[config.mk]
export PLATFORM = sky130hd
export DESIGN_NAME = lap_memory
export DESIGN_NICKNAME = d
export VERILOG_FILES = /design/src/rtl/chrono_pkg.sv /design/src/rtl/lap_mem_array.sv /design/src/rtl/lap_memory.sv
export SDC_FILE = /design/constraint.sdc
export NUM_CORES = 1
export LEC_CHECK = 0
export CORE_MARGIN = 2
export CORE_UTILIZATION = 40
export CTS_CLUSTER_SIZE = 40
export DETAILED_ROUTE_END_ITERATION = 16
export PLACE_DENSITY = 0.55
export SKIP_CTS_REPAIR_TIMING = 1
export SYNTH_ARGS = -nofsm -noshare
export SYNTH_HDL_FRONTEND = slang
export SYNTH_SLANG_ARGS = --single-unit
export TNS_END_PERCENT = 20
[constraint.sdc]
create_clock -name clk -period 3.7 [get_ports clk]
set_input_delay 0.37 -clock clk [delete_from_list [all_inputs] [get_ports clk]]
set_output_delay 0.37 -clock clk [all_outputs]
set_load 0.05 [all_outputs]
[src/rtl/chrono_pkg.sv]
// Shared chronometer definitions: read FSM encoding and read-latency limits.
// Imported by lap_memory and by the chronometer control block.
package chrono_pkg;

  typedef enum logic [1:0] {
    RD_IDLE = 2'd0,
    RD_WAIT = 2'd1,
    RD_DONE = 2'd2
  } rd_state_e;

  localparam int RD_LAT_MIN = 1;
  localparam int RD_LAT_MAX = 8;

  // Pin an out-of-range latency build to the nearest supported value.
  function automatic int clamp_lat(input int lat);
    if (lat < RD_LAT_MIN) return RD_LAT_MIN;
    if (lat > RD_LAT_MAX) return RD_LAT_MAX;
    return lat;
  endfunction

endpackage

[src/rtl/lap_mem_array.sv]
// Lap-time register array: synchronous write port, asynchronous read port.
// Contents are deliberately not reset.
module lap_mem_array #(
  parameter int ADDR_SIZE = 4,
  parameter int DATA_SIZE = 16
) (
  input  logic                 clk,
  input  logic                 we,
  input  logic [ADDR_SIZE-1:0] wr_addr,
  input  logic [DATA_SIZE-1:0] wr_data,
  input  logic [ADDR_SIZE-1:0] rd_addr,
  output logic [DATA_SIZE-1:0] rd_word
);

  localparam int DEPTH = 1 << ADDR_SIZE;

  logic [DATA_SIZE-1:0] mem_q [DEPTH];
  logic [DATA_SIZE-1:0] mem_d [DEPTH];

  always_comb begin
    mem_d = mem_q;
    if (we) mem_d[wr_addr] = wr_data;
  end

  always_ff @(posedge clk) begin
    mem_q <= mem_d;
  end

  // Reads see the pre-edge word, so a same-edge write is not forwarded.
  assign rd_word = mem_q[rd_addr];

endmodule

[src/rtl/lap_memory.sv]
// Lap-time store: single-cycle writes, fixed-latency reads, per-entry valid
// bits and a registered occupancy count.
//
// state   | meaning
// RD_IDLE | no read in flight, accepting cs&rd_en
// RD_WAIT | read captured, latency counter running
// RD_DONE | rd_done pulse; may accept the next read
module lap_memory
  import chrono_pkg::*;
#(
  parameter int ADDR_SIZE  = 4,
  parameter int DATA_SIZE  = 16,
  parameter int RD_LATENCY = 2
) (
  input  logic                 clk,
  input  logic                 rst,
  input  logic                 cs,
  input  logic                 wr_en,
  input  logic [ADDR_SIZE-1:0] wr_addr,
  input  logic [DATA_SIZE-1:0] wr_data,
  input  logic                 rd_en,
  input  logic [ADDR_SIZE-1:0] rd_addr,
  input  logic                 clear,
  output logic [DATA_SIZE-1:0] rd_data,
  output logic                 rd_done,
  output logic                 busy,
  output logic [ADDR_SIZE:0]   count
);

  localparam int DEPTH = 1 << ADDR_SIZE;
  localparam int CW    = ADDR_SIZE + 1;
  localparam int LAT   = clamp_lat(RD_LATENCY);
  // WAIT lasts LAT-1 cycles: load LAT-2, leave on terminal count zero.
  localparam logic [3:0] LAT_LOAD = 4'((LAT > 1) ? LAT - 2 : 0);

  rd_state_e            state_q, state_d;
  logic [3:0]           lat_cnt_q, lat_cnt_d;
  logic [DATA_SIZE-1:0] cap_word_q, cap_word_d;
  logic                 cap_valid_q, cap_valid_d;
  logic [DATA_SIZE-1:0] rd_data_q, rd_data_d;
  logic                 rd_done_q, rd_done_d;
  logic                 busy_q, busy_d;
  logic [DEPTH-1:0]     valid_q, valid_d;
  logic [CW-1:0]        count_q, count_d;

  logic [DATA_SIZE-1:0] arr_word;
  logic                 wr_fire;
  logic                 rd_fire;

  assign wr_fire = cs & wr_en;
  assign rd_fire = cs & rd_en;

  lap_mem_array #(
    .ADDR_SIZE (ADDR_SIZE),
    .DATA_SIZE (DATA_SIZE)
  ) u_array (
    .clk     (clk),
    .we      (wr_fire),
    .wr_addr (wr_addr),
    .wr_data (wr_data),
    .rd_addr (rd_addr),
    .rd_word (arr_word)
  );

  always_comb begin
    state_d     = state_q;
    lat_cnt_d   = lat_cnt_q;
    cap_word_d  = cap_word_q;
    cap_valid_d = cap_valid_q;
    rd_data_d   = rd_data_q;
    case (state_q)
      RD_IDLE, RD_DONE: begin
        if (rd_fire) begin
          if (LAT == 1) begin
            state_d   = RD_DONE;
            rd_data_d = valid_q[rd_addr] ? arr_word : '0;
          end else begin
            state_d     = RD_WAIT;
            lat_cnt_d   = LAT_LOAD;
            cap_word_d  = arr_word;
            cap_valid_d = valid_q[rd_addr];
          end
        end else begin
          state_d = RD_IDLE;
        end
      end
      RD_WAIT: begin
        if (lat_cnt_q == 4'd0) begin
          state_d   = RD_DONE;
          rd_data_d = cap_valid_q ? cap_word_q : '0;
        end else begin
          lat_cnt_d = lat_cnt_q - 4'd1;
        end
      end
      default: state_d = RD_IDLE;
    endcase
    rd_done_d = (state_d == RD_DONE);
    busy_d    = (state_d == RD_WAIT);
  end

  // clear wins over a same-edge write's valid set; the data still lands.
  always_comb begin
    valid_d = valid_q;
    if (clear) valid_d = '0;
    else if (wr_fire) valid_d[wr_addr] = 1'b1;
  end

  always_comb begin
    count_d = '0;
    for (int i = 0; i < DEPTH; i++) count_d = count_d + CW'(valid_q[i]);
  end

  always_ff @(posedge clk or negedge rst) begin
    if (!rst) begin
      state_q     <= RD_IDLE;
      lat_cnt_q   <= '0;
      cap_word_q  <= '0;
      cap_valid_q <= 1'b0;
      rd_data_q   <= '0;
      rd_done_q   <= 1'b0;
      busy_q      <= 1'b0;
      valid_q     <= '0;
      count_q     <= '0;
    end else begin
      state_q     <= state_d;
      lat_cnt_q   <= lat_cnt_d;
      cap_word_q  <= cap_word_d;
      cap_valid_q <= cap_valid_d;
      rd_data_q   <= rd_data_d;
      rd_done_q   <= rd_done_d;
      busy_q      <= busy_d;
      valid_q     <= valid_d;
      count_q     <= count_d;
    end
  end

  assign rd_data = rd_data_q;
  assign rd_done = rd_done_q;
  assign busy    = busy_q;
  assign count   = count_q;

endmodule

==> summary.md, run 1 <==
| Metric | Value |
|---|---|
| Port Buffers | `52` |
| Register area | `9240 um2` |
| NetSw | `1900 uW` |
| CTS tree | `yes` |
| Total GRT Usage | `17.0%` |
| Worst r2r src | `valid_q[0]` |
| Outcome | `complete, no violations` |
| Post-synthesis register bit count | `318` |
| Hold Vio Cnt, Final | `0` |
| Initial Util | `40.8%` |
| Slew Viols, Final | `0` |
| Gate count of the mapped netlist | `645` |
| XOR/XNOR Fraction of Synth Area | `0.209%` |
| Synth Area in Compound Gates | `2.49%` |
| Layout Utilization | `48.1%` |
| Synth top area cells | `edfxtp_1 61%, dfrtp_1 12%, mux4_2 9.7%` |
| Mean number of vias per cell | `5.39` |
| Fin nets | `779` |
| LEAKAGE | `0.00524 uW` |
| Crit path DAT | `3800 ps` |
| Post-Synth Simple-Gate Area | `3.85%` |
| Non-filler instance count after layout | `1,156` |
| Worst Hold Class | `in -> async` |
| DRC | `0` |
| Sequential share of power | `50.4%` |
| Placed insts | `1,091` |
| Clock network power share | `40.9%` |
| Crit-path max FO | `3` |
| GR Overflow Total | `0` |
| CTS root buffer | `clkbuf_16` |
| Fraction of layout cells with a size suffix above 1 | `23.0%` |
| Area leader, netlist | `edfxtp_1` |
| DRT Wirelength | `27,500 um` |
| Avg Inst Size Synth | `19.4 um2` |
| Post-DP HPWL | `16,300 um` |
| Critical Path Sink Type | `flop` |
| Post-synthesis cell type count | `36` |
| P_int | `6360 uW` |
| DRT iter0 DRCs | `342` |
| Worst R2R Path Depth | `10` |
| PnR worst setup slack | `291 ps` |
| Tcrit/Tclk final | `92.1%` |
| Largest family of logic cells by synthesized area | `multiplexers` |
| Unrepaired setup endpoints after global routing | `false` |
| Ys flop type | `edfxtp_1` |
| CP startpoint kind | `flop` |
| Final min period | `3410 ps` |
| Post-synth EDFFs | `256` |
| Site Rows | `64` |
| Core Area | `30,700 um2` |
| Pwr dens | `559 nW/um2` |
| Worst R2R End | `count[4]` |
| Final setup vio count | `0` |
| Synth Area in Adders | `2.19%` |
| Die Y | `181 um` |
| Global-route wire length before repair | `41,200 um` |
| Max-Cap Viols | `0` |
| Worst Max-Slew Pin Slew | `794 ps` |
| Clk pin slew, worst setup/hold paths | `50 ps` |
| Comb pwr share | `8.7%` |
| CTS Buffer Depth | `3` |
| Dpl ws | `265 ps` |
| Synth top area share | `61.3%` |
| Mux contribution to synthesized area | `15.6%` |
| Antenna violations before repair | `0` |
| Clk Latency, worst-skew pair | `520 ps` |
| Syn Nets | `691` |
| Worst vdd ir | `0.301 mV` |
| Number of global-route vias before repair | `6,588` |
| Clock tree sinks | `318` |
| TritonCTS Buffers | `35` |
| Num ports | `53` |
| YS warnings | `0` |
| DRT Pass-1 Iters | `5` |
| Worst reg2reg setup slack | `290 ps` |
| CP required | `4090 ps` |
| Wire per inst | `23.8 um` |
| Post-route ant nets | `0` |
| GPL Wtd Cong | `0.742` |
| Max_slew headroom | `46.9%` |
| H-tree levels | `2` |
| Synthesized area | `12,500 um2` |
| Crit Path Class | `reg -> reg` |
| Post-route setup TNS | `0 ps` |
| Antenna cell count | `0` |
| Sequential-to-total area share from yosys stat | `73.7%` |
| Die width | `181 um` |
| Post-Route Skew | `18.5 ps` |
| Area of the multi-input gates | `3110 um2` |
| FFs w/ async S/R, synth | `19.5%` |
| Die area | `32,800 um2` |
| Largest net degree at the start of global routing | `42` |
| Net Sw Frac | `23.0%` |
| Area delta synth->final | `17.9%` |
| Max Fclk | `293 MHz` |
| Via count | `6,228` |
| Layout filler cell count | `2,549` |
## final cells by class
class	count	share of cell area (%)
clock buffers	44	6.43
clock inverters	20	1.24
inverters	21	0.533
multi-input cells	277	21.0
flip-flops and latches	318	62.5
well taps	396	3.35
repair buffers	80	4.93
## cells in the mapped netlist (3+ instances only)
cell type,instances
edfxtp_1,256
dfrtp_1,62
mux4_2,54
nor2_1,37
nand2_1,33
inv_1,19
mux2i_1,18
nand3_1,18
mux2_2,17
o21ai_1,17
a22oi_1,16
mux4_1,14
clkbuf_1,11
fa_1,10
buf_2,9
ha_1,6
buf_4,5
nor3_1,5
o21ai_0,5
nand2b_1,4
o21ba_2,4
a21oi_1,3
buf_6,3
## power by group through the flow
stage	sequential, uW	clock (uW)	combinational, uW
final	4170	3380	719
after global routing	4180	3610	796
after CTS	4160	3460	731
after detailed placement	4230	0	726
after global placement	4220	0	703
after floorplan	4240	0	413
## sequential cells by signal, summed over array words and instances, names as in the netlist, 2 cells and up
name,count
valid_q,16
cap_word_q,16
count,5
rd_data,16
state_q,2
u_array.mem_q,256
lat_cnt_q,4
## through the flow
step           total power, uW  cell area (um2)  hold slack, ps
2_1_floorplan             4650            12500            74.4
4_1_cts                   8350            14800            -166
3_5_place_dp              4960            13600             367
6_report                  8260            14800             359
3_3_place_gp              4930            13600             353
5_1_grt                   8580            14800             419
## critical path, stage by stage, from the launching register on
cell and delay [ps]:
dfrtp_1 410, fa_1 540, inv_1 50, fa_1 520
fa_1 440, fa_1 490, inv_1 40, ha_1 190
fa_1 410, a21oi_1 140, nor2b_1 60
## cells in the final DEF, fill, tap and decap left out, drive strengths merged, types with 2 or more instances in the layout
cell type      netlist  layout
edfxtp             256     256
mux4                68      68
dfrtp               62      62
clkdlybuf4s50        0      48
clkbuf              11      44
nor2                37      37
nand2               33      33
buf                 18      31
inv                 21      22
o21ai               22      22
nand3               18      18
mux2i               18      18
mux2                17      17
a22oi               17      17
clkinv               0      14
fa                  10      10
ha                   6       6
nor3                 5       5
nand2b               4       4
o21ba                4       4
a21oi                3       3
bufinv               0       3
nand4b               2       2
nand4bb              2       2
or2                  2       2
a21o                 2       2
xnor2                2       2
clkinvlp             0       2
## routing by layer
layer | track usage [%] | part of all wire [%]
met1 | 22.5 | 43
met2 | 29.1 | 50
met3 | 3.31 | 5.3
met4 | 4.36 | 1.9
met5 | 0 | 0
## cell families after synthesis
group,count (synthesis)
mux,103
simple gates,107
xor+xnor,3
fa+ha+maj,16
buf+inv,50
compound gates,48
flops,318
## worst max-delay path by stage
stage	start	end
after global placement	valid_q[0]	count[4]
final	valid_q[0]	count[4]
after detailed placement	valid_q[0]	count[4]
after CTS	valid_q[0]	count[4]
after floorplan	valid_q[0]	count[4]
after global routing	valid_q[0]	count[4]
(Power assumes the default switching activity.)
==> run 2, diff against run 1 <==
--- a/config.mk
+++ b/config.mk
@@ -6,10 +6,11 @@
 export NUM_CORES = 1
 export LEC_CHECK = 0
 export CORE_MARGIN = 2
-export CORE_UTILIZATION = 40
+export CORE_UTILIZATION = 60
 export CTS_CLUSTER_SIZE = 40
 export DETAILED_ROUTE_END_ITERATION = 16
-export PLACE_DENSITY = 0.55
+export PLACE_DENSITY = 0.78
+export REMOVE_ABC_BUFFERS = 1
 export SKIP_CTS_REPAIR_TIMING = 1
 export SYNTH_ARGS = -nofsm -noshare
 export SYNTH_HDL_FRONTEND = slang
==> run 2 against run 1 <==
Sequential power fell by 1%. Critical path depth unchanged. Final cell count is 11% lower. Utilization is 23 points higher. Largest cell class unchanged. Clock skew decreased by 12 ps. Design area down 1.6%.
==> summary.md, run 2 (synthesis gave the netlist of run 1 again) <==
| Metric | Value |
|---|---|
| Mean number of vias per cell | `6.24` |
| Area delta synth->final | `16.0%` |
| LEAKAGE | `0.00521 uW` |
| Post-route ant nets | `0` |
| Antenna violations before repair | `0` |
| Worst Hold Class | `in -> async` |
| Crit path DAT | `3880 ps` |
| DRC | `0` |
| Clock network power share | `39.1%` |
| Tcrit/Tclk final | `93.3%` |
| GPL Wtd Cong | `0.774` |
| Die width | `149 um` |
| Crit-path max FO | `3` |
| Num ports | `53` |
| Most common cell after layout, fill and taps aside | `edfxtp_1` |
| Critical path's slowest cell | `fa_1` |
| Post-DP HPWL | `15,700 um` |
| Max-Cap Viols | `0` |
| Final min period | `3450 ps` |
| Post-Layout Inst Area | `14,600 um2` |
| Layout filler cell count | `1,184` |
| Unrepaired setup endpoints after global routing | `false` |
| CTS Buffer Depth | `3` |
| CTS root buffer | `clkbuf_16` |
| Hold Vio Cnt, Final | `0` |
| Worst vdd ir | `0.399 mV` |
| Biggest register | `u_array.mem_q` |
| DRT iter0 DRCs | `507` |
| P_int | `6250 uW` |
| Number of global-route vias before repair | `6,741` |
| CP startpoint kind | `flop` |
| Clock tree sinks | `318` |
| Max Fclk | `290 MHz` |
| Core Area | `20,400 um2` |
| Most used cell, CP | `fa_1` |
| Sequential share of power | `51.4%` |
| Port Buffers | `52` |
| Initial Util | `61.6%` |
| Worst Max-Slew Pin Slew | `836 ps` |
| DRT Wirelength | `26,400 um` |
| GR Overflow Total | `0` |
| CTS tree | `yes` |
| Net Sw Frac | `22.1%` |
| Commonest non-fill, non-tap cells in the layout | `256 x edfxtp_1, 62 x dfrtp_1, 54 x mux4_2, 48 x clkdlybuf4s50_1, 33 x nand2_1` |
| Slew Viols, Final | `0` |
| Comb pwr share | `9.5%` |
| Overall Power | `8020 uW` |
| Antenna cell count | `0` |
| Die area | `22,100 um2` |
| Crit path cell chain | `fa_1 > inv_1 > fa_1 > fa_1 > fa_1 > inv_1 > ha_1 > fa_1 > a21oi_1 > nor2b_1` |
| Final setup vio count | `0` |
| Crit Path Class | `reg -> reg` |
| Global-route wire length before repair | `40,400 um` |
| Die Y | `149 um` |
| Total GRT Usage | `25.1%` |
| Critical Path Sink Type | `flop` |
| Layout Utilization | `71.5%` |
| NetSw | `1770 uW` |
| Fraction of layout cells with a size suffix above 1 | `22.1%` |
| Pwr dens | `551 nW/um2` |
| TritonCTS Buffers | `30` |
| H-tree levels | `1` |
| Worst path max stage delay | `540 ps` |
| Largest net degree at the start of global routing | `53` |
| Via count | `6,400` |
| Dpl ws | `269 ps` |
| Fin nets | `777` |
| Wire per inst | `25.7 um` |
| Post-route setup TNS | `0 ps` |
| Clk Latency, worst-skew pair | `540 ps` |
| Post-Route Skew | `6.59 ps` |
| Post-DP Area | `13,500 um2` |
| Max reg flops | `256` |
| Max_slew headroom | `44.3%` |
| PnR worst setup slack | `249 ps` |
| Outcome | `complete, no violations` |
| DRT Pass-1 Iters | `6` |
| CP required | `4130 ps` |
| Site Rows | `52` |
| Clk pin slew, worst setup/hold paths | `60 ps` |
-- run 2: worst max-delay path, delay by kind of cell, from the launching register on --
kind / cells / cell delay [ps]
AO/OA/AOI/OAI: 1 / 150
AND/OR/NAND/NOR: 1 / 60
flip-flops: 1 / 410
adder cells (fa/ha/maj): 6 / 2620
buffers and inverters: 2 / 100
-- run 2: power by group through the flow --
stage | clock [uW] | combinational, uW | sequential (uW)
floorplan | 0 | 360 | 4240
detailed placement | 0 | 752 | 4200
global placement | 0 | 711 | 4180
global route | 3320 | 823 | 4140
CTS | 3180 | 763 | 4130
finish | 3140 | 760 | 4130
-- run 2: final cells by class --
class,count,area [um2],area share (%)
well taps,270,338,2.32
flip-flops and latches,318,9240,63.5
inverters,21,78.8,0.542
clock inverters,4,120,0.825
clock buffers,52,905,6.22
multi-input cells,277,3100,21.3
repair buffers,83,776,5.33
-- run 2: metal layers --
metal	part of all wire, %	global-route usage [%]	vias up
met5	0	0	-
met4	2.6	8.05	0
met3	6.8	4.11	62
met2	54	44.9	271
met1	37	31.9	3345
li1	-	-	2722
-- run 2: worst paths after layout --
check                       startpoint             to  slack [ps]  cells past startpoint
setup / recovery            valid_q[0]       count[4]         250                     10
hold / removal                     rst       count[2]         470                      2
setup reg to reg            valid_q[0]       count[4]         250                     10
hold reg to reg            rd_data[11]    rd_data[11]         470                      2
max in group asynchronous          rst  cap_word_q[3]        2450                      3
min in group clk           rd_data[11]    rd_data[11]         470                      2
-- run 2: per-stage QoR --
step	hold WS (ps)	std cells
6_report	471	1025
5_1_grt	502	1025
4_1_cts	-50.9	1024
3_5_place_dp	459	968
3_3_place_gp	450	968
2_1_floorplan	74.4	616
